===== src/rtl/truncador_pipe.sv =====
// ---------------------------------------------------------------------------
// truncador_pipe
//
// Pipelined fixed-point resize unit. Takes a wide signed sample (IN_W bits,
// IN_F fractional bits), drops SHIFT = IN_F - OUT_F fractional bits with
// either floor truncation or round-half-up, and clips the result into a signed
// OUT_W-bit word (OUT_F fractional bits). Clipping is reported on sat_hi /
// sat_lo. The two register stages form an elastic 2-entry pipeline with
// valid/ready handshakes on both sides.
//
// Optional feature macro: TRUNC_SATCNT_EN
//   When defined, adds a CNT_W-bit saturation event counter (sat_count) with
//   a synchronous clear (cnt_clr). When undefined, those ports, the CNT_W
//   parameter and all counter logic are absent; the datapath is identical.
//
// Ports
//   clk        in   1      clock, rising edge
//   reset      in   1      asynchronous active-high reset
//   in_valid   in   1      din/rnd_mode valid
//   in_ready   out  1      unit accepts din this cycle (combinational on out_ready)
//   din        in   IN_W   signed input sample
//   rnd_mode   in   1      0 = truncate (floor), 1 = round half up
//   out_valid  out  1      dout/sat_* valid
//   out_ready  in   1      downstream accepts dout
//   dout       out  OUT_W  signed resized result
//   sat_hi     out  1      result clipped to the most positive value
//   sat_lo     out  1      result clipped to the most negative value
//   sat_count  out  CNT_W  saturating count of clipped transfers (macro only)
//   cnt_clr    in   1      synchronous counter clear (macro only)
// ---------------------------------------------------------------------------
module truncador_pipe #(
  parameter int IN_W  = 32,
  parameter int IN_F  = 16,
  parameter int OUT_W = 16,
  parameter int OUT_F = 8
`ifdef TRUNC_SATCNT_EN
  ,
  parameter int CNT_W = 16
`endif
) (
  input  logic             clk,
  input  logic             reset,
  input  logic             in_valid,
  output logic             in_ready,
  input  logic [IN_W-1:0]  din,
  input  logic             rnd_mode,
  output logic             out_valid,
  input  logic             out_ready,
  output logic [OUT_W-1:0] dout,
  output logic             sat_hi,
`ifdef TRUNC_SATCNT_EN
  output logic [CNT_W-1:0] sat_count,
  input  logic             cnt_clr,
`endif
  output logic             sat_lo
);

  localparam int SHIFT   = IN_F - OUT_F;
  localparam int EXT_W   = IN_W + 1;
  localparam int RND_POS = (SHIFT > 0) ? SHIFT - 1 : 0;

  // Half an output LSB; zero when no bits are dropped so rounding is a no-op.
  localparam logic [EXT_W-1:0] RND_INC = (SHIFT > 0) ? (EXT_W'(1) << RND_POS) : '0;

  // Output range limits, expressed at the widened stage-1 width.
  localparam logic signed [EXT_W-1:0] MAX_V = {{(IN_W-OUT_W+2){1'b0}}, {(OUT_W-1){1'b1}}};
  localparam logic signed [EXT_W-1:0] MIN_V = {{(IN_W-OUT_W+2){1'b1}}, {(OUT_W-1){1'b0}}};

  localparam logic [OUT_W-1:0] OUT_MAX = {1'b0, {(OUT_W-1){1'b1}}};
  localparam logic [OUT_W-1:0] OUT_MIN = {1'b1, {(OUT_W-1){1'b0}}};

  logic                    s1Valid_q, s1Valid_d;
  logic signed [EXT_W-1:0] s1Data_q, s1Data_d;
  logic                    outValid_q, outValid_d;
  logic [OUT_W-1:0]        dout_q, dout_d;
  logic                    satHi_q, satHi_d;
  logic                    satLo_q, satLo_d;

  logic                    inFire;
  logic                    s2Load;
  logic                    outFire;
  logic signed [EXT_W-1:0] extSample;
  logic signed [EXT_W-1:0] roundedSample;

  // Handshake network. Stage 2 (the output register) loads whenever stage 1
  // holds a sample and the output slot is empty or draining this cycle.
  // Stage 1 can then accept a new sample if it is empty or its sample moves
  // on, which makes in_ready combinational on out_ready.
  always_comb begin
    outFire  = outValid_q && out_ready;
    s2Load   = s1Valid_q && (!outValid_q || out_ready);
    in_ready = !s1Valid_q || s2Load;
    inFire   = in_valid && in_ready;
  end

  // Stage 1: sign-extend by one bit so the rounding carry cannot overflow,
  // add half an LSB when rounding, then drop the fractional bits with an
  // arithmetic shift (floor). rnd_mode is consumed here so it travels with
  // the sample it was presented with.
  always_comb begin
    extSample     = signed'({din[IN_W-1], din});
    roundedSample = extSample;
    if (rnd_mode) begin
      roundedSample = extSample + signed'(RND_INC);
    end

    s1Data_d = s1Data_q;
    if (inFire) begin
      s1Data_d = roundedSample >>> SHIFT;
    end

    s1Valid_d = s1Valid_q;
    if (inFire) begin
      s1Valid_d = 1'b1;
    end else if (s2Load) begin
      s1Valid_d = 1'b0;
    end
  end

  // Stage 2: clip the shifted value into the output range. A rounding carry
  // that lands just above the positive limit is caught here as well. The
  // output register only changes on s2Load, so a stalled result holds still.
  always_comb begin
    dout_d  = dout_q;
    satHi_d = satHi_q;
    satLo_d = satLo_q;
    if (s2Load) begin
      if (s1Data_q > MAX_V) begin
        dout_d  = OUT_MAX;
        satHi_d = 1'b1;
        satLo_d = 1'b0;
      end else if (s1Data_q < MIN_V) begin
        dout_d  = OUT_MIN;
        satHi_d = 1'b0;
        satLo_d = 1'b1;
      end else begin
        dout_d  = s1Data_q[OUT_W-1:0];
        satHi_d = 1'b0;
        satLo_d = 1'b0;
      end
    end

    outValid_d = outValid_q;
    if (s2Load) begin
      outValid_d = 1'b1;
    end else if (outFire) begin
      outValid_d = 1'b0;
    end
  end

  // Pipeline registers. Reset empties both stages at once so nothing that
  // was in flight ever reaches the output.
  always_ff @(posedge clk or posedge reset) begin
    if (reset) begin
      s1Valid_q  <= 1'b0;
      s1Data_q   <= '0;
      outValid_q <= 1'b0;
      dout_q     <= '0;
      satHi_q    <= 1'b0;
      satLo_q    <= 1'b0;
    end else begin
      s1Valid_q  <= s1Valid_d;
      s1Data_q   <= s1Data_d;
      outValid_q <= outValid_d;
      dout_q     <= dout_d;
      satHi_q    <= satHi_d;
      satLo_q    <= satLo_d;
    end
  end

  assign out_valid = outValid_q;
  assign dout      = dout_q;
  assign sat_hi    = satHi_q;
  assign sat_lo    = satLo_q;

`ifdef TRUNC_SATCNT_EN
  logic [CNT_W-1:0] satCount_q, satCount_d;

  // Saturation event counter. Counts clipped results as they leave the unit,
  // sticks at all-ones instead of wrapping, and a clear beats an increment
  // arriving in the same cycle.
  always_comb begin
    satCount_d = satCount_q;
    if (cnt_clr) begin
      satCount_d = '0;
    end else if (outFire && (satHi_q || satLo_q) && (satCount_q != {CNT_W{1'b1}})) begin
      satCount_d = satCount_q + CNT_W'(1);
    end
  end

  // Counter register, cleared by the same asynchronous reset as the datapath.
  always_ff @(posedge clk or posedge reset) begin
    if (reset) begin
      satCount_q <= '0;
    end else begin
      satCount_q <= satCount_d;
    end
  end

  assign sat_count = satCount_q;
`endif

endmodule


===== config.mk =====
export PLATFORM = sky130hd
export DESIGN_NAME = truncador_pipe
export DESIGN_NICKNAME = d
export VERILOG_FILES = /design/src/rtl/truncador_pipe.sv
export SDC_FILE = /design/constraint.sdc
export NUM_CORES = 1
export LEC_CHECK = 0
export CORE_MARGIN = 1
export CORE_UTILIZATION = 50
export CTS_BUF_LIST = sky130_fd_sc_hd__clkbuf_4 sky130_fd_sc_hd__clkbuf_8
export CTS_CLUSTER_DIAMETER = 30
export DETAILED_ROUTE_END_ITERATION = 16
export HOLD_SLACK_MARGIN = 0.03
export PLACE_DENSITY = 0.93
export SLEW_MARGIN = 10
export SYNTH_ARGS = -nofsm -noshare
export SYNTH_HDL_FRONTEND = slang
export SYNTH_SLANG_ARGS = --single-unit

===== constraint.sdc =====
create_clock -name clk -period 2 [get_ports clk]
set_input_delay 0.4 -clock clk [delete_from_list [all_inputs] [get_ports clk]]
set_output_delay 0.4 -clock clk [all_outputs]
set_load 0.01 [all_outputs]

==> results.cfg <==
[logic_synthesis]
synth_common_cells = nand2_1, dfrtp_1, nor2_1
synth_warnings = 0
synth.top_cell.area_share = 0.506
synth_edf_count = 0
yosysMostFrequentCell = nand2_1
synth_nets = 295
synthTopCellsByArea = dfrtp_1, nand2_1, nor2_1
syn_area_um2 = 2220
yosys.area.top_type = dfrtp_1
netlist_instances = 257
synth.avg_cell_area_um2 = 8.66
yosysUniqueCellTypes = 29
synth_ff_type = dfrtp_1
ys_seq_area_frac = 0.506
synth-async-reset-ratio = 1.00
yosys_register_bits = 45

[sta]
finalSetupViolCount = 0
rsz0062_at_grt = false
relSlewSlack = 0.556
fin_crit_ns = 1.93
period_share = 0.967
drv_slew = 0
fmax_ghz = 0.517
fin_skew_ns = 0.00601
hold_violations = 0
setup_slack_ns = 0.0656
tightest_slew_ns = 0.666

[finish]
final_cells = 401
drive_gt1_frac = 0.194
finalInstanceArea_um2 = 3220
num_antenna_cells = 0
syn_to_final_growth_pct = 44.5
nNetsFinal = 388

[drt]
vias = 2248
firstDrtPassIters = 4
drc = 0
wl_met1_mm = 2.40
met2WireLength_mm = 2.91
top_layer = met4
routedWlPerCell_um = 14.7
wl_met3_um = 339
antenna_left = 0
routed_via_density = 5.61
dr.first_iter.drc_count = 172
routed_wl_mm = 5.88

[cts]
cts_buffer_depth = 2
clk_pin_slew_ns = 0.08
insertion_delay_ns = 0.30
postCtsHoldBufs = 0
cts_htree_levels = 2
cts_made_buffers = 5
cts_tree = yes
cts-root-buf = clkbuf_8
cts.sinks = 45

[min_path]
hold_start = sat_hi
hold_depth = 2
hold_path_class = register to register
min_to = sat_hi

[setup_path]
r2r_slack_ns = 0.44
rr_endpoint = s1Data_q[14]
cp-start-kind = input pin
ff2ff_path_depth = 5
endpoint_kind = register
criticalPathCategory = input pin to register
worstPathArrival_ns = 2.15
rr_startpoint = out_valid
worstPathRequired_ns = 2.22
startpoint = din[7]
critPathMaxFanout = 3

[global_route]
overflow = 0
track_usage = 0.287
grt_antenna_before_repair = 0
grt_max_degree = 46
grt_pass1_wl_mm = 9.76
grt_pass1_vias = 2172

[pwr]
pwr-share-clk = 0.235
powerDensity_nw_per_um2 = 722
p_switching_mw = 0.683
p_seq_frac = 0.494
power_mw = 2.32
p_int_mw = 1.64
pwr-share-comb = 0.271
sw_frac_of_total = 0.294
leakage_nw = 1.34
peakVddDrop_mv = 0.397

[die]
start_util = 0.537
pin_count = 57
dieHeight_um = 68.7
fp.dieW_um = 68.7
die-area_um2 = 4720
fp-row-count = 23
coreArea_um2 = 4140

[placed_design]
routabilityCongestion = 0.834
post-dp-hpwl_mm = 4.18
port_buffers = 49
post_dp_cell_area_um2 = 3050
pre_cts_ws_ns = -0.455
dp_cells = 386

[run]
max-cap-violations = 0

[status]
status = finished, final reports clean
[layout by cell type, fill, tap and decap left out, drive strengths merged, types with 6 or more instances in the layout]
cell,count
xnor2,7
nand3,6
nand4,12
nor2,31
clkdlybuf4s50,38
dlygate4sd2,11
or3,9
dfrtp,45
nand2,47
buf,50
o21ai,23
a21oi,15
clkbuf,6
a31oi,11
[worst max-delay path, cell delays in order]
cell           delay (ns)
dlygate4sd2_1        0.24
buf_4                0.13
nand3_2              0.09
or4_4                0.58
or4_4                0.53
a31oi_1              0.18
[registers in the layout (all words and copies together), names as in the netlist]
name / count
s1Valid_q: 1
sat_hi: 1
sat_lo: 1
out_valid: 1
s1Data_q: 25
dout: 16
[worst max-delay path by stage]
| stage | slack [ns] | cells after the start | to |
|---|---|---|---|
| final | 0.07 | 6 | s1Data_q[22] |
| after detailed placement | -0.46 | 6 | s1Data_q[22] |
| after global placement | -0.39 | 5 | s1Data_q[22] |
| after floorplan | 0.09 | 6 | s1Data_q[19] |
| after CTS | 0.06 | 3 | in_ready |
| after global routing | 0.0005 | 6 | s1Data_q[22] |
[power groups by stage]
| stage | Clock [mW] | Combinational, mW | Sequential [mW] |
|---|---|---|---|
| 2_1_floorplan | 0 | 0.234 | 1.18 |
| 3_3_place_gp | 0 | 0.590 | 1.15 |
| 3_5_place_dp | 0 | 0.618 | 1.16 |
| 4_1_cts | 0.548 | 0.625 | 1.14 |
| 5_1_grt | 0.583 | 0.699 | 1.16 |
| 6_report | 0.545 | 0.630 | 1.15 |
[final cells by class]
cell class | instances | area, um2
inverters | 3 | 11.3
repair buffers | 99 | 856
clock inverters | 2 | 10.0
well taps | 50 | 62.6
multi-input cells | 196 | 1070
clock buffers | 6 | 76.3
fillers | 275 | 928
flip-flops and latches | 45 | 1130
[kinds of logic (layout without fill, tap and decap cells)]
group                      after synthesis  after routing  synth area share
AOI/OAI and AO/OA                       54             54             0.133
xor gates and xnor gates                12             12            0.0472
adders and majority gates                1              1           0.00562
buffers and inverters                   16            110            0.0276
DFF                                     45             45             0.506
muxes                                    1              1           0.00450
and+or+nand+nor                        128            128             0.276
[through the flow]
stage               utilization  TNS [ns]  hold slack, ns
global route              0.776         0           0.536
detailed placement        0.736     -5.54           0.477
CTS                       0.775         0           0.496
finish                    0.776         0           0.499
global placement          0.736     -4.63           0.463
floorplan                     -         0           0.449
[metal layers]
| metal | global-route usage | vias up |
|---|---|---|
| met5 | 0 | - |
| met4 | 0.153 | 0 |
| met3 | 0.0477 | 23 |
| met2 | 0.506 | 98 |
| met1 | 0.331 | 1038 |
| li1 | - | 1089 |
[repair_timing]
item | CTS | global route
pin swaps | 6 | 1
endpoints found under the setup margin | 12 | 2
gates resized for setup | 20 | 1
gates cloned | 0 | 0
setup buffers | 7 | 0
Note: power is estimated with default switching activity, not from simulation.
